--- src/rtl/agu_pipe_if.sv ---
// -----------------------------------------------------------------------------
// agu_pipe_if
//   Bundles the segment-write port, the request channel and the result
//   channel of the segment:offset address generation unit.
//
//   Signals (direction seen from the AGU, i.e. the slave modport):
//     seg_we, seg_wsel, seg_wdata      in   segment register write port
//     req_valid, req_ready             in/out request handshake
//     req_seg, req_base, req_index,
//     req_disp, req_mode               in   request payload
//     out_valid, out_ready             out/in result handshake
//     out_addr, out_offset,
//     out_ea_ovf, out_pa_ovf           out  result payload
//
//   Modports:
//     master  decode/execute side plus bus-interface side (the bench)
//     slave   the AGU itself
// -----------------------------------------------------------------------------
interface agu_pipe_if #(
  parameter int OFFSET_W  = 16,
  parameter int ADDR_W    = 20,
  parameter int SEG_IDX_W = 2
);

  logic                 seg_we;
  logic [SEG_IDX_W-1:0] seg_wsel;
  logic [OFFSET_W-1:0]  seg_wdata;

  logic                 req_valid;
  logic                 req_ready;
  logic [SEG_IDX_W-1:0] req_seg;
  logic [OFFSET_W-1:0]  req_base;
  logic [OFFSET_W-1:0]  req_index;
  logic [OFFSET_W-1:0]  req_disp;
  logic [1:0]           req_mode;

  logic                 out_valid;
  logic                 out_ready;
  logic [ADDR_W-1:0]    out_addr;
  logic [OFFSET_W-1:0]  out_offset;
  logic                 out_ea_ovf;
  logic                 out_pa_ovf;

  modport master (
    output seg_we, seg_wsel, seg_wdata,
    output req_valid, req_seg, req_base, req_index, req_disp, req_mode,
    input  req_ready,
    input  out_valid, out_addr, out_offset, out_ea_ovf, out_pa_ovf,
    output out_ready
  );

  modport slave (
    input  seg_we, seg_wsel, seg_wdata,
    input  req_valid, req_seg, req_base, req_index, req_disp, req_mode,
    output req_ready,
    output out_valid, out_addr, out_offset, out_ea_ovf, out_pa_ovf,
    input  out_ready
  );

endinterface

--- src/rtl/agu_pipe.sv ---
// -----------------------------------------------------------------------------
// agu_pipe
//   Two-stage pipelined segment:offset address generation unit.
//     Stage 1: offset = base [+ index] [+ disp], with offset-overflow flag,
//              and capture of the selected segment register.
//     Stage 2: address = (segment << SEG_SHIFT) + offset, with address-
//              overflow flag. Stage 2 registers drive the result channel.
//   Valid/ready on both sides, one request per cycle, order preserved.
//
//   Ports:
//     clk      in  rising-edge clock
//     rst_n    in  asynchronous active-low reset
//     io_bus   agu_pipe_if.slave (segment write, request, result channels)
// -----------------------------------------------------------------------------
module agu_pipe #(
  parameter int OFFSET_W  = 16,
  parameter int SEG_SHIFT = 4,
  parameter int ADDR_W    = 20,
  parameter int NUM_SEG   = 4,
  parameter int SEG_IDX_W = 2
) (
  input  logic      clk,
  input  logic      rst_n,
  agu_pipe_if.slave io_bus
);

  localparam int EA_W    = OFFSET_W + 2;
  localparam int SHIFT_W = OFFSET_W + SEG_SHIFT;
  // Wide enough to hold the shifted segment plus one carry bit, so any bit
  // at or above ADDR_W means the physical address wrapped.
  localparam int SUM_W   = ((SHIFT_W > ADDR_W) ? SHIFT_W : ADDR_W) + 1;
  localparam logic [SEG_IDX_W:0] NUM_SEG_L = (SEG_IDX_W + 1)'(NUM_SEG);

  // Segment register file
  logic [OFFSET_W-1:0] r_seg [NUM_SEG];

  // Stage 1
  logic                r_s1_valid;
  logic [OFFSET_W-1:0] r_s1_offset;
  logic                r_s1_ea_ovf;
  logic [OFFSET_W-1:0] r_s1_seg;

  // Stage 2 (result channel)
  logic                r_s2_valid;
  logic [ADDR_W-1:0]   r_s2_addr;
  logic [OFFSET_W-1:0] r_s2_offset;
  logic                r_s2_ea_ovf;
  logic                r_s2_pa_ovf;

  logic                w_s2_free;
  logic                w_req_ready;
  logic                w_req_fire;
  logic                w_seg_wr;
  logic                w_req_seg_ok;
  logic [OFFSET_W-1:0] w_seg_rd;
  logic [EA_W-1:0]     w_ea_sum;
  logic [SUM_W-1:0]    w_pa_sum;

  // Stage 2 can take new data when empty or being drained this cycle;
  // stage 1 likewise when empty or moving into stage 2. Neither term looks
  // at req_valid, so ready never depends combinationally on valid.
  assign w_s2_free   = !r_s2_valid || io_bus.out_ready;
  assign w_req_ready = !r_s1_valid || w_s2_free;
  assign w_req_fire  = io_bus.req_valid && w_req_ready;

  assign w_seg_wr     = io_bus.seg_we && ({1'b0, io_bus.seg_wsel} < NUM_SEG_L);
  assign w_req_seg_ok = {1'b0, io_bus.req_seg} < NUM_SEG_L;

  // Segment read with write-through forwarding: a write landing on the same
  // edge as the accept is what the request sees.
  always_comb begin
    // NOTE: every combinational output gets a default first so no path
    // leaves it unassigned and a latch can never be inferred.
    w_seg_rd = '0;
    if (w_req_seg_ok) begin
      if (w_seg_wr && (io_bus.seg_wsel == io_bus.req_seg)) begin
        w_seg_rd = io_bus.seg_wdata;
      end else begin
        w_seg_rd = r_seg[io_bus.req_seg];
      end
    end
  end

  assign w_ea_sum = EA_W'(io_bus.req_base)
                  + (io_bus.req_mode[0] ? EA_W'(io_bus.req_index) : '0)
                  + (io_bus.req_mode[1] ? EA_W'(io_bus.req_disp)  : '0);

  assign w_pa_sum = (SUM_W'(r_s1_seg) << SEG_SHIFT) + SUM_W'(r_s1_offset);

  // Segment registers
  always_ff @(posedge clk or negedge rst_n) begin
    if (!rst_n) begin
      // NOTE: the segment file is architecturally visible state (reads of an
      // unwritten segment must return 0), so unlike a data buffer it is reset.
      for (int i = 0; i < NUM_SEG; i++) begin
        r_seg[i] <= '0;
      end
    end else if (w_seg_wr) begin
      r_seg[io_bus.seg_wsel] <= io_bus.seg_wdata;
    end
  end

  // Stage 1: effective offset and segment capture
  always_ff @(posedge clk or negedge rst_n) begin
    if (!rst_n) begin
      // NOTE: sequential state uses non-blocking assignments so every
      // register samples pre-edge values regardless of statement order.
      r_s1_valid  <= 1'b0;
      r_s1_offset <= '0;
      r_s1_ea_ovf <= 1'b0;
      r_s1_seg    <= '0;
    end else begin
      if (w_req_ready) begin
        r_s1_valid <= io_bus.req_valid;
      end
      if (w_req_fire) begin
        r_s1_offset <= w_ea_sum[OFFSET_W-1:0];
        r_s1_ea_ovf <= |w_ea_sum[EA_W-1:OFFSET_W];
        r_s1_seg    <= w_seg_rd;
      end
    end
  end

  // Stage 2: physical address; holds while the consumer stalls
  always_ff @(posedge clk or negedge rst_n) begin
    if (!rst_n) begin
      r_s2_valid  <= 1'b0;
      r_s2_addr   <= '0;
      r_s2_offset <= '0;
      r_s2_ea_ovf <= 1'b0;
      r_s2_pa_ovf <= 1'b0;
    end else if (w_s2_free) begin
      r_s2_valid <= r_s1_valid;
      if (r_s1_valid) begin
        r_s2_addr   <= w_pa_sum[ADDR_W-1:0];
        r_s2_offset <= r_s1_offset;
        r_s2_ea_ovf <= r_s1_ea_ovf;
        r_s2_pa_ovf <= |w_pa_sum[SUM_W-1:ADDR_W];
      end
    end
  end

  assign io_bus.req_ready  = w_req_ready;
  assign io_bus.out_valid  = r_s2_valid;
  assign io_bus.out_addr   = r_s2_addr;
  assign io_bus.out_offset = r_s2_offset;
  assign io_bus.out_ea_ovf = r_s2_ea_ovf;
  assign io_bus.out_pa_ovf = r_s2_pa_ovf;

endmodule

--- src/flat_wrapper.sv ---
// flat-port wrapper written by rule: the top's interface ports become plain ports
module agu_pipe_flat 
#(
  parameter int OFFSET_W  = 16,
  parameter int SEG_SHIFT = 4,
  parameter int ADDR_W    = 20,
  parameter int NUM_SEG   = 4,
  parameter int SEG_IDX_W = 2
)
  (clk, rst_n, io_bus_seg_we, io_bus_seg_wsel, io_bus_seg_wdata, io_bus_req_valid, io_bus_req_seg, io_bus_req_base, io_bus_req_index, io_bus_req_disp, io_bus_req_mode, io_bus_req_ready, io_bus_out_valid, io_bus_out_addr, io_bus_out_offset, io_bus_out_ea_ovf, io_bus_out_pa_ovf, io_bus_out_ready);
  agu_pipe_if #(.OFFSET_W(OFFSET_W), .ADDR_W(ADDR_W), .SEG_IDX_W(SEG_IDX_W)) io_bus_i ();
  input  logic clk;
  input  logic rst_n;
  input wire logic [$bits(io_bus_i.seg_we)-1:0] io_bus_seg_we;
  input wire logic [$bits(io_bus_i.seg_wsel)-1:0] io_bus_seg_wsel;
  input wire logic [$bits(io_bus_i.seg_wdata)-1:0] io_bus_seg_wdata;
  input wire logic [$bits(io_bus_i.req_valid)-1:0] io_bus_req_valid;
  input wire logic [$bits(io_bus_i.req_seg)-1:0] io_bus_req_seg;
  input wire logic [$bits(io_bus_i.req_base)-1:0] io_bus_req_base;
  input wire logic [$bits(io_bus_i.req_index)-1:0] io_bus_req_index;
  input wire logic [$bits(io_bus_i.req_disp)-1:0] io_bus_req_disp;
  input wire logic [$bits(io_bus_i.req_mode)-1:0] io_bus_req_mode;
  output wire logic [$bits(io_bus_i.req_ready)-1:0] io_bus_req_ready;
  output wire logic [$bits(io_bus_i.out_valid)-1:0] io_bus_out_valid;
  output wire logic [$bits(io_bus_i.out_addr)-1:0] io_bus_out_addr;
  output wire logic [$bits(io_bus_i.out_offset)-1:0] io_bus_out_offset;
  output wire logic [$bits(io_bus_i.out_ea_ovf)-1:0] io_bus_out_ea_ovf;
  output wire logic [$bits(io_bus_i.out_pa_ovf)-1:0] io_bus_out_pa_ovf;
  input wire logic [$bits(io_bus_i.out_ready)-1:0] io_bus_out_ready;
  assign io_bus_i.seg_we = io_bus_seg_we;
  assign io_bus_i.seg_wsel = io_bus_seg_wsel;
  assign io_bus_i.seg_wdata = io_bus_seg_wdata;
  assign io_bus_i.req_valid = io_bus_req_valid;
  assign io_bus_i.req_seg = io_bus_req_seg;
  assign io_bus_i.req_base = io_bus_req_base;
  assign io_bus_i.req_index = io_bus_req_index;
  assign io_bus_i.req_disp = io_bus_req_disp;
  assign io_bus_i.req_mode = io_bus_req_mode;
  assign io_bus_req_ready = io_bus_i.req_ready;
  assign io_bus_out_valid = io_bus_i.out_valid;
  assign io_bus_out_addr = io_bus_i.out_addr;
  assign io_bus_out_offset = io_bus_i.out_offset;
  assign io_bus_out_ea_ovf = io_bus_i.out_ea_ovf;
  assign io_bus_out_pa_ovf = io_bus_i.out_pa_ovf;
  assign io_bus_i.out_ready = io_bus_out_ready;
  agu_pipe #(.OFFSET_W(OFFSET_W), .SEG_SHIFT(SEG_SHIFT), .ADDR_W(ADDR_W), .NUM_SEG(NUM_SEG), .SEG_IDX_W(SEG_IDX_W)) u_core (.clk(clk), .rst_n(rst_n), .io_bus(io_bus_i));
endmodule
--- config.mk ---
export PLATFORM = sky130hd
export DESIGN_NAME = agu_pipe_flat
export DESIGN_NICKNAME = d
export VERILOG_FILES = /design/src/rtl/agu_pipe_if.sv /design/src/rtl/agu_pipe.sv /design/src/flat_wrapper.sv
export SDC_FILE = /design/constraint.sdc
export NUM_CORES = 1
export LEC_CHECK = 0
export BUFFER_PORTS_ARGS = -buffer_cell sky130_fd_sc_hd__buf_2
export CORE_MARGIN = 4
export CORE_UTILIZATION = 40
export CTS_CLUSTER_DIAMETER = 120
export DETAILED_ROUTE_END_ITERATION = 16
export HOLD_SLACK_MARGIN = 0.08
export SYNTH_ARGS = -nofsm -noshare
export SYNTH_HDL_FRONTEND = slang
export SYNTH_SLANG_ARGS = --single-unit
--- constraint.sdc ---
create_clock -name clk -period 2.6 [get_ports clk]
set_input_delay 0.78 -clock clk [delete_from_list [all_inputs] [get_ports clk]]
set_output_delay 0.78 -clock clk [all_outputs]
set_load 0.02 [all_outputs]
[Word-level counts from Yosys, hierarchy flattened]
Cells that the tools add are included.
Cells by class
  add/sub/neg operators: 3
  bitwise operators: 2
  muxes and demuxes: 9
  reductions and logical operators: 9
  $lt $le $gt $ge: 3
  equality and inequality tests: 1
Operator list (count)
  16-bit 2-to-1 mux: 6
  64-bit bitwise mux: 1
  16-bit binary-select mux with 2-bit select: 1
  16-bit demux with 2-bit select: 1
  20-bit by 16-bit adder with 21-bit output: 1
  16-bit by 18-bit adder with 18-bit output: 1
  18-bit adder: 1
  3-bit greater-or-equal comparator (second input constant): 2
  2-bit NOT with 3-bit output: 2
  1-bit logical AND: 3
  3-bit by 1-bit less-than comparator with 1-bit output (second input constant): 1
  2-bit equality test: 1
  1-bit logical NOT: 2
  1-bit logical OR: 2
  2-bit AND reduction: 1
  2-bit OR reduction: 1
Word-level totals
  logic and storage cells: 40
  output and inout bits: 40
  bits in registers: 137

[Depth between registers and ports, before layout]
  word-level depth: 6
  gate-level depth with buffers: 12

[Worst setup path before layout]
No wires, ideal clock.
  kind: input-to-reg
  start point: input io_bus_req_mode[1]
  end point: register u_core.r_s1_offset[14]
  slack: -745 ps
  setup time: 133 ps
  stages: 12
  path buffers: 2
  arrival time: 3212 ps
  required time: 2467 ps
  path through: clkbuf_1 > nand2_1 > fa_1 > inv_1 > ha_1 > clkbuf_1 > a21oi_1 > o21ai_0 > or3b_2 > o21ai_0 > xor2_1 > o21ai_0
Between the ends
  longest elaborated chain between the ends: 2
RTL lines
  from (decl): RTL line flat_wrapper.sv:22  | input wire logic [$bits(io_bus_i.req_mode)-1:0] io_bus_req_mode;
  16-bit 2-to-1 mux: RTL line agu_pipe.sv:86  | + (io_bus.req_mode[1] ? EA_W'(io_bus.req_disp) : '0);
  18-bit adder: RTL line agu_pipe.sv:86
  to (signal assigned): RTL line agu_pipe.sv:117  | r_s1_offset <= w_ea_sum[OFFSET_W-1:0];
  to (decl): RTL line agu_pipe.sv:39  | logic [OFFSET_W-1:0] r_s1_offset;
Every way passes these cells.
A chain may end at the register's enable or synchronous reset.

[Final worst setup path]
  start point: input io_bus_req_mode[0]
  end point: register u_core.r_s1_ea_ovf
Between the ends
  longest elaborated chain between the ends: 4
RTL lines
  16-bit 2-to-1 mux: RTL line agu_pipe.sv:85  | + (io_bus.req_mode[0] ? EA_W'(io_bus.req_index) : '0)
  16-bit by 18-bit adder with 18-bit output: RTL line agu_pipe.sv:85
  18-bit adder: RTL line agu_pipe.sv:86
  2-bit OR reduction: RTL line agu_pipe.sv:118  | r_s1_ea_ovf <= |w_ea_sum[EA_W-1:OFFSET_W];
  to (signal assigned): RTL line agu_pipe.sv:118
  to (decl): RTL line agu_pipe.sv:40  | logic r_s1_ea_ovf;
Every way passes these cells.

==> impl_metrics.csv <==
group,metric,value,unit
status,status,"finished, violations left",
status,violations,"negative setup slack",
setup_path,cp_max_fo,7,
yosys,yosys_register_bits,133,
final_layout,regArea,3330,um^2
final_layout,antenna_cells,0,
clocking,cts_made_buffers,17,
global_routing,globalRouteOverflowTotal,0,
sta,slew-limit-headroom,65.0,%
yosys,synth_top_cell_by_area,"dfrtp_1",
setup_path,worstSetupPathType,"input pin to flip-flop",
clocking,cts_max_path_buffers,2,
final_layout,multi_input_area,3960,um^2
yosys,muxShareOfSynthArea,19.5,%
floorplan,die_area,20800,um^2
pwr,power_density,862,nW/um^2
setup_path,critPathRequiredTime,2.88,ns
placed_design,dpl_cell_area,8600,um^2
drt,routed_wl,17500,um
sta,finalSetupViolCount,9,
setup_path,startpoint_type,"input pin",
clocking,cts_tree,"yes",
yosys,synth_top_family_by_area,"multiplexers",
yosys,synth_compound_area_share,9.99,%
drt,drcViolationCount,0,
global_routing,antenna_found_initial,1,
pwr,leakagePower,4.51,nW
global_routing,grt_pass1_wl,29000,um
yosys,yosys.area_share.simple,8.87,%
setup_path,endpoint_kind,"flip-flop",
yosys,syn_avg_cell_area,11.2,um^2
yosys,ys.flop_type,"dfrtp_1",
final_layout,filler_cell_count,1607,
clocking,htree_levels,4,
clocking,clk_pin_slew_worst_paths,0.05,ns
final_layout,post-route-cell-area,9350,um^2
placed_design,portBuffers,114,
yosys,synth_edf_count,0,
placed_design,dp.final_hpwl,13000,um
placed_design,globalplace.congestion,0.875,
yosys,synthAdderAreaFrac,9.41,%
sta,worst_pin_slew,0.525,ns
yosys,async_flop_share,100,%
sta,clock_skew,0.00707,ns
final_layout,areaGrowthSynthToFinish,26.1,%
clocking,cts.sink_count,133,
final_layout,fin_cells,1057,
yosys,yosys_warnings,0,
yosys,synth_top_cells_by_area,"dfrtp_1, mux2_2, fa_1, mux4_2, ha_1",
yosys,syn_nets,783,
floorplan,start_util,41.0,%
final_layout,layout_common_cells,"dfrtp_1, buf_2, nand2_1",
clocking,cts_hold_buf,0,
floorplan,die_w,144,um
setup_path,cp_slowest_cell,"fa_1",
final_layout,layout.nets,939,
yosys,syn_area,7420,um^2
worst_hold_path,min_path_type,"input pin to asynchronous set/reset pin",
floorplan,fp.dieH,144,um
sta,final.min_clock_period,2.99,ns
yosys,ys_seq_area_share,44.9,%
setup_path,slowest_delay,0.46,ns
job,max_cap_viol_count,0,
drt,ant_nets,0,
floorplan,core_area,18100,um^2
floorplan,num_rows,49,
sta,worst_slack,-0.388,ns
placed_design,dpl.cell_count,1022,
sta,final-hold-violation-count,0,
global_routing,grt_pass1_vias,5748,
drt,vias_per_cell,5.20,
global_routing,grt_max_degree,51,
sta,min_period_over_period,115,%
drt,vias,5494,
yosys,synthDistinctLibCells,54,
global_routing,track_usage,17.7,%
final_layout,final_common_cell,"dfrtp_1",
sta,fmax,0.335,GHz
yosys,synth_cells,663,
setup_path,path_cells,"buf_12 > and2_4 > fa_1 > ha_2 > inv_2 > fa_2 > nor2b_4 > o31a_1 > o41a_1 > buf_4 > and4_4 > o32ai_2 > a31oi_1",
sta,drv_slew,0,
setup_path,arrival,3.27,ns
setup_path,cp_top_family,"compound AO/OA/AOI/OAI gates",
sta,rsz0062_at_grt,"true",
clocking,clk-insertion-delay-late,0.41,ns
pwr,peakVddDrop,0.552,mV
yosys,synth_xor_area_share,2.83,%
setup_path,timing.critical_path.buf_inv,3,
floorplan,num_io_pins,115,
clocking,clock-root-buffer,"clkbuf_16",
final_layout,drive_gt1_share,40.2,%
drt,avgRoutedWirePerCell,16.6,um
yosys,yosysTopAreaCellShare,44.9,%
drt,drt_iter0_drc,262,
drt,drt_pass1_iterations,4,
metrics by stage:
stage | utilization [%] | setup WS, ns | hold slack, ns | TNS [ns] | power, mW
after floorplan | - | -0.557 | 0.442 | -3.36 | 4.87
after global placement | 47.5 | -0.788 | 0.455 | -7.22 | 5.74
after detailed placement | 47.5 | -0.857 | 0.469 | -7.97 | 5.85
after CTS | 51.3 | -0.353 | 0.355 | -1.64 | 8.10
after global routing | 51.7 | -0.449 | 0.389 | -2.85 | 8.60
final | 51.7 | -0.388 | 0.350 | -2.00 | 8.06
cells by family (layout without fill, tap and decap cells):
group           count (synthesis)  after routing
compound gates                118            118
xor+xnor                       24             24
fa+ha+maj                      45             45
buf+inv                        83            248
flops                         133            133
mux                           114            114
simple gates                  146            146
cell usage after synthesis, types with 7 or more instances:
library cell,n
a211oi_1,8
a21oi_1,15
fa_1,18
nand2b_1,7
dfrtp_1,133
nand3_1,9
clkbuf_1,22
o21ai_0,54
mux2i_1,16
nand2_1,90
mux2_2,82
xor2_1,10
ha_1,27
xnor2_1,14
nor2_1,16
inv_1,49
mux4_2,16
a21o_1,9
sequential cells by signal, summed over array words and instances, names as in the netlist:
register and count:
u_core.io_bus.out_addr 16, u_core.io_bus.out_ea_ovf 1, u_core.io_bus.out_offset 16, u_core.io_bus.out_pa_ovf 1, u_core.io_bus.out_valid 1, u_core.r_s1_ea_ovf 1, u_core.r_s1_offset 16, u_core.r_s1_seg 16
u_core.r_s1_valid 1, u_core.r_seg 64
routing by layer:
layer | vias up | wire length [um] | GRT usage (%)
li1 | 2626 | - | -
met1 | 2728 | 7720 | 23.2
met2 | 110 | 8710 | 29.8
met3 | 28 | 780 | 4.03
met4 | 2 | 285 | 4.96
met5 | - | 13 | 0
area by class of cell:
type	count	share of cell area, %
Multi-Input combinational cell	447	42.3
Clock inverter	5	0.575
Timing Repair Buffer	171	11.5
Clock buffer	23	5.00
Sequential cell	133	35.6
Inverter	49	1.97
Tap cell	229	3.06
report_power, final:
| group | total (mW) | internal [mW] | switching [mW] |
|---|---|---|---|
| combinational | 2.91 | 1.35 | 1.56 |
| sequential | 3.01 | 2.64 | 0.373 |
| clock | 2.14 | 1.34 | 0.805 |
final timing paths:
kind | start | end | slack [ns] | depth (start not counted)
max in group asynchronous | rst_n | u_core.io_bus.out_addr[11]$_DFFE_PN0P_ | 1.41 | 2
setup reg to reg | u_core.r_s1_offset[4]$_DFFE_PN0P_ | u_core.io_bus.out_addr[18]$_DFFE_PN0P_ | 0.24 | 9
min in group clk | u_core.io_bus.out_addr[8]$_DFFE_PN0P_ | u_core.io_bus.out_addr[8]$_DFFE_PN0P_ | 0.47 | 1
hold / removal | rst_n | u_core.r_seg[31]$_DFFE_PN0P_ | 0.35 | 1
setup / recovery | io_bus_req_mode[0] | u_core.r_s1_ea_ovf$_DFFE_PN0P_ | -0.39 | 13
hold reg to reg | u_core.io_bus.out_addr[8]$_DFFE_PN0P_ | u_core.io_bus.out_addr[8]$_DFFE_PN0P_ | 0.47 | 1
timing repair:
action / CTS / global route
endpoints found under the setup margin: 9 / 12
cloned: 1 / 0
setup buffers: 4 / 3
resized for setup: 33 / 9
pin swaps: 22 / 8
No activity file was read; power rests on OpenSTA's default activity.
